==> src/rtl/seq_mult_4bit.sv <==
// Sequential shift-and-add unsigned multiplier.
// Performs one add/shift step per clock; WIDTH steps per product, then a
// one-cycle DONE state that presents the registered product on P.
module seq_mult_4bit #(
  parameter int WIDTH = 4
) (
  input  logic               clk,
  input  logic               reset,
  input  logic               start,
  input  logic [WIDTH-1:0]   A,
  input  logic [WIDTH-1:0]   B,
  output logic [2*WIDTH-1:0] P,
  output logic               busy,
  output logic               done
);

  // Counter holds 0..WIDTH so it can never wrap inside one operation.
  localparam int CW = $clog2(WIDTH + 1);

  typedef enum logic [1:0] {
    IDLE,
    CALC,
    DONE
  } state_t;

  state_t state, state_next;

  logic [WIDTH-1:0]   m;        // latched multiplicand
  logic [WIDTH-1:0]   h;        // high half of the accumulator
  logic [WIDTH-1:0]   q;        // low half: multiplier bits shifting out
  logic [CW-1:0]      cnt;      // iterations completed so far
  logic [WIDTH:0]     sum;      // partial sum including carry-out
  logic               carry;
  logic               last;     // this CALC edge performs the final iteration
  logic [2*WIDTH-1:0] hq_next;  // {c,H',Q} shifted right by one

  // Add-and-shift datapath for one iteration.
  always_comb begin
    sum     = {1'b0, h} + (q[0] ? {1'b0, m} : '0);
    carry   = sum[WIDTH];
    hq_next = {carry, sum[WIDTH-1:0], q[WIDTH-1:1]};
    last    = (cnt == CW'(WIDTH - 1));
  end

  // State register.
  always_ff @(posedge clk or posedge reset) begin
    // NOTE: clocked state always uses non-blocking assignments so every
    // register samples the pre-edge values of its neighbours.
    if (reset) state <= IDLE;
    else       state <= state_next;
  end

  // Next-state decode and status outputs.
  always_comb begin
    // NOTE: every output gets a default first; a path that leaves one
    // unassigned would infer a latch.
    state_next = state;
    busy       = 1'b0;
    done       = 1'b0;
    case (state)
      IDLE: if (start) state_next = CALC;
      CALC: begin
        busy = 1'b1;
        if (last) state_next = DONE;
      end
      DONE: begin
        done       = 1'b1;
        state_next = IDLE;
      end
      default: state_next = IDLE;
    endcase
  end

  // Operand capture, iteration and product register.
  always_ff @(posedge clk or posedge reset) begin
    if (reset) begin
      m   <= '0;
      h   <= '0;
      q   <= '0;
      cnt <= '0;
      P   <= '0;
    end else begin
      case (state)
        IDLE: begin
          if (start) begin
            m   <= A;
            q   <= B;
            h   <= '0;
            cnt <= '0;
          end
        end
        CALC: begin
          {h, q} <= hq_next;
          cnt    <= cnt + CW'(1);
          if (last) P <= hq_next;
        end
        default: ;
      endcase
    end
  end

endmodule

==> config.mk <==
export PLATFORM = sky130hd
export DESIGN_NAME = seq_mult_4bit
export DESIGN_NICKNAME = d
export VERILOG_FILES = /design/src/rtl/seq_mult_4bit.sv
export SDC_FILE = /design/constraint.sdc
export NUM_CORES = 1
export LEC_CHECK = 0
export CORE_ASPECT_RATIO = 1.2
export CORE_MARGIN = 5
export CORE_UTILIZATION = 51
export CTS_CLUSTER_SIZE = 20
export DETAILED_ROUTE_END_ITERATION = 6
export PLACE_DENSITY_LB_ADDON = 0.12
export SETUP_SLACK_MARGIN = 0.4
export SYNTH_ARGS = -nofsm -noshare
export SYNTH_HDL_FRONTEND = slang
export SYNTH_SLANG_ARGS = --single-unit
export TNS_END_PERCENT = 5
==> constraint.sdc <==
create_clock -name clk -period 2.2 [get_ports clk]
set_input_delay 0.33 -clock clk [delete_from_list [all_inputs] [get_ports clk]]
set_output_delay 0.33 -clock clk [all_outputs]
set_load 0.005 [all_outputs]
==> flow_summary_export.csv <==
group,metric,value,unit
yosys,yosys-top-cells-area,"dfrtp_1 51%, ha_1 6.2%, mux2_2 5.5%, o21ai_0 4.1%, mux2_4 3.7%",
job,drv_cap,0,
setup_path,r2r-end,"h[3]$_DFFE_PP0P_",
detailed_routing,ant_nets,0,
clock_tree,clkSinkCount,25,
yosys,syn-num-nets,117,
clock_tree,clk_path_buf_depth,2,
yosys,yosys_warnings,0,
yosys,ys_seq_area_share,51.28,%
detailed_routing,drt_iter0_markers,6,
placement,port_buffers,20,
placement,place_ws,0.3682,ns
timing,fin_setup_tns,0,ns
power,powerDensity,1212,mW/mm^2
power,fin_total_pwr,1846,uW
global_route,overflow,0,
yosys,synthArstFlopShare,100.0,%
power,ir_drop,830.8,uV
setup_path,worstSetupPathType,"flop to flop",
yosys,synth_xor_area_share,0.7179,%
yosys,synth_top_family_by_area,"compound AO/OA/AOI/OAI gates",
setup_path,required,2.40,ns
floorplanning,ios,21,
detailed_routing,drt-wirelength-per-cell,14.52,um
placement,dp_hpwl,1.748,mm
floorplanning,rows,19,
floorplanning,initial_utilization,53.45,%
yosys,synth_compound_area_share,14.26,%
yosys,synth-adder-area-share,7.795,%
timing,drv_slew,0,
setup_path,critPathLaunchType,"flop",
detailed_routing,postRouteWirelength,2.308,mm
hold_path,hold_class,"primary input to async pin",
global_route,grt_pass1_vias,953,
placement,dpl.cell_count,150,
floorplanning,dieArea,0.003474,sq mm
timing,finalHoldViolCount,0,
global_route,antenna_found_initial,0,
clock_tree,clk_pin_slew,0.13,ns
yosys,synth_cell_type_count,26,
setup_path,regToRegSetupSlack,0.44,ns
clock_tree,cts_root_buf,"clkbuf_4",
floorplanning,die_x,54.65,um
clock_tree,cts_tree,"yes",
timing,clock_skew,0.002145,ns
yosys,synth.most_common_cell,"dfrtp_1",
setup_path,r2r_start,"m[0]$_DFFE_PP0P_",
outcome,outcome,"completed",
timing,rsz0062_at_grt,"true",
yosys,synth_common_cells,"25 x dfrtp_1, 10 x o21ai_0, 8 x nand2_1",
yosys,synth_cells,99,
timing,period_needed,1.759,ns
cells_and_area,final_nets,147,
clock_tree,clk_latency,0.31,ns
global_route,grt_pass1_wl,4.133,mm
clock_tree,hold_buffers,0,
placement,gp_congestion,0.7576,
floorplanning,die_height,63.58,um
timing,relSlewSlack,74.58,%
detailed_routing,route.detailed.drc,0,
yosys,muxShareOfSynthArea,9.231,%
yosys,synth_top_cell_by_area,"dfrtp_1",
clock_tree,cts_inserted_buffers,3,
floorplanning,fp.coreArea,0.002282,sq mm
setup_path,crit_fanout,2,
yosys,synth_edf_count,0,
cells_and_area,syn_to_final_growth,24.82,%
timing,hold_ws,0.3525,ns
detailed_routing,dr.pass1.iters,4,
clock_tree,cts.htree.levels,1,
setup_path,reg2regPathDepth,6,
timing,finalCritPeriodShare,79.95,%
global_route,grt.total_usage,15.97,%
yosys,synth-main-ff-cell,"dfrtp_1",
cells_and_area,finalNonFillerCells,159,
yosys,synth_top_area_share,51.28,%
power,power.leakage,0.0007343,uW
cells_and_area,antenna_cells,0,
timing,max_freq,568.6,MHz
yosys,syn_area_per_cell,12.32,sq um
timing,setup_viol,0,
detailed_routing,via_per_inst,5.296,
cells_and_area,drive_gt1_share,20.31,%
setup_path,arrival,1.96,ns
timing,worst_slew_pin_slew,0.3811,ns
global_route,grt_max_degree,26,
detailed_routing,vias,842,
yosys,synthSimpleGateAreaFrac,13.64,%
yosys,yosys_register_bits,25,
yosys,netlist_area,0.001220,sq mm
setup_path,setup.worst_path.end_class,"flop",
timing,layout_setup_ws,0.4412,ns
==> what timing repair did <==
action	4_1_cts	5_1_grt
setup buffers	3	2
resized for setup	3	2
endpoints found under the setup margin	4	3
pin swaps	0	0
==> metrics by stage <==
step | cell area [sq um] | util [%]
6_report | 1523 | 66.72
3_5_place_dp | 1451 | 63.60
4_1_cts | 1503 | 65.84
2_1_floorplan | 1220 | -
5_1_grt | 1523 | 66.72
3_3_place_gp | 1451 | 63.60
==> registers in the layout, summed over array words and instances, names as in the netlist <==
signal and flops:
P 8, cnt 3, h 4, m 4
q 4, state 2
==> per-layer routing <==
layer | GRT usage, % | up-vias | part of all wire (%) | wire length [um]
met3 | 3.066 | 4 | 3.6 | 84
li1 | - | 409 | - | -
met2 | 27.66 | 14 | 53 | 1229
met5 | 0 | - | 0 | 0
met4 | 4.673 | 0 | 1.3 | 29
met1 | 19.09 | 415 | 42 | 964
==> where the power goes <==
group	leakage (uW)	internal [uW]	switching [uW]	total, uW
clock network	0.0000150	70.8	128	199
logic	0.000404	497	395	892
registers	0.000315	647	108	755
total	0.000734	1210	631	1850
==> worst max-delay path, stage by stage, from the launching register on <==
cell and delay [ns]:
dfrtp_1 0.39, and2_1 0.16, ha_1 0.21, fa_1 0.42, a21o_1 0.17, a21oi_1 0.19
o21ai_0 0.11
==> cell families (layout without fill, tap and decap cells) <==
family | count (synthesis) | after routing
mux | 9 | 9
buf+inv | 6 | 35
xor+xnor | 1 | 1
fa+ha+maj | 7 | 7
compound gates | 28 | 28
flops | 25 | 25
simple gates | 23 | 23
==> placed cells by master (no fill, tap or decap), drive strengths merged <==
master,synthesis,routed
a21boi,1,1
a21o,1,1
a21oi,7,7
a22o,2,2
a22oi,4,4
and2,4,4
and2b,4,4
and3b,1,1
buf,2,7
clkbuf,0,4
clkdlybuf4s50,0,18
dfrtp,25,25
dlygate4sd2,0,1
dlymetal6s2s,0,1
fa,1,1
ha,6,6
inv,4,4
mux2,9,9
nand2,8,8
nand2b,1,1
nand3,1,1
nand3b,1,1
nor2b,3,3
o21ai,10,10
o21bai,1,1
o31ai,2,2
xnor2,1,1
==> layout make-up <==
cell class,count,area (sq um)
Clock buffer,4,26.28
Tap cell,31,38.79
Multi-Input combinational cell,68,556.8
Fill cell,200,759.5
Inverter,4,20.02
Timing Repair Buffer,27,254.0
Sequential cell,25,626.9
==> how the worst max path moves through the flow <==
stage | startpoint | endpoint | slack (ns) | cells past startpoint
final | m[0]$_DFFE_PP0P_ | h[3]$_DFFE_PP0P_ | 0.44 | 6
after global routing | m[0]$_DFFE_PP0P_ | h[3]$_DFFE_PP0P_ | 0.33 | 6
after CTS | state[1]$_DFFE_PP0P_ | busy | 0.34 | 3
after detailed placement | start | m[2]$_DFFE_PP0P_ | 0.37 | 4
after global placement | q[0]$_DFFE_PP0P_ | P[7]$_DFFE_PP0P_ | 0.44 | 6
after floorplan | q[0]$_DFFE_PP0P_ | P[7]$_DFFE_PP0P_ | 0.59 | 6
(Power assumes the default switching activity.)
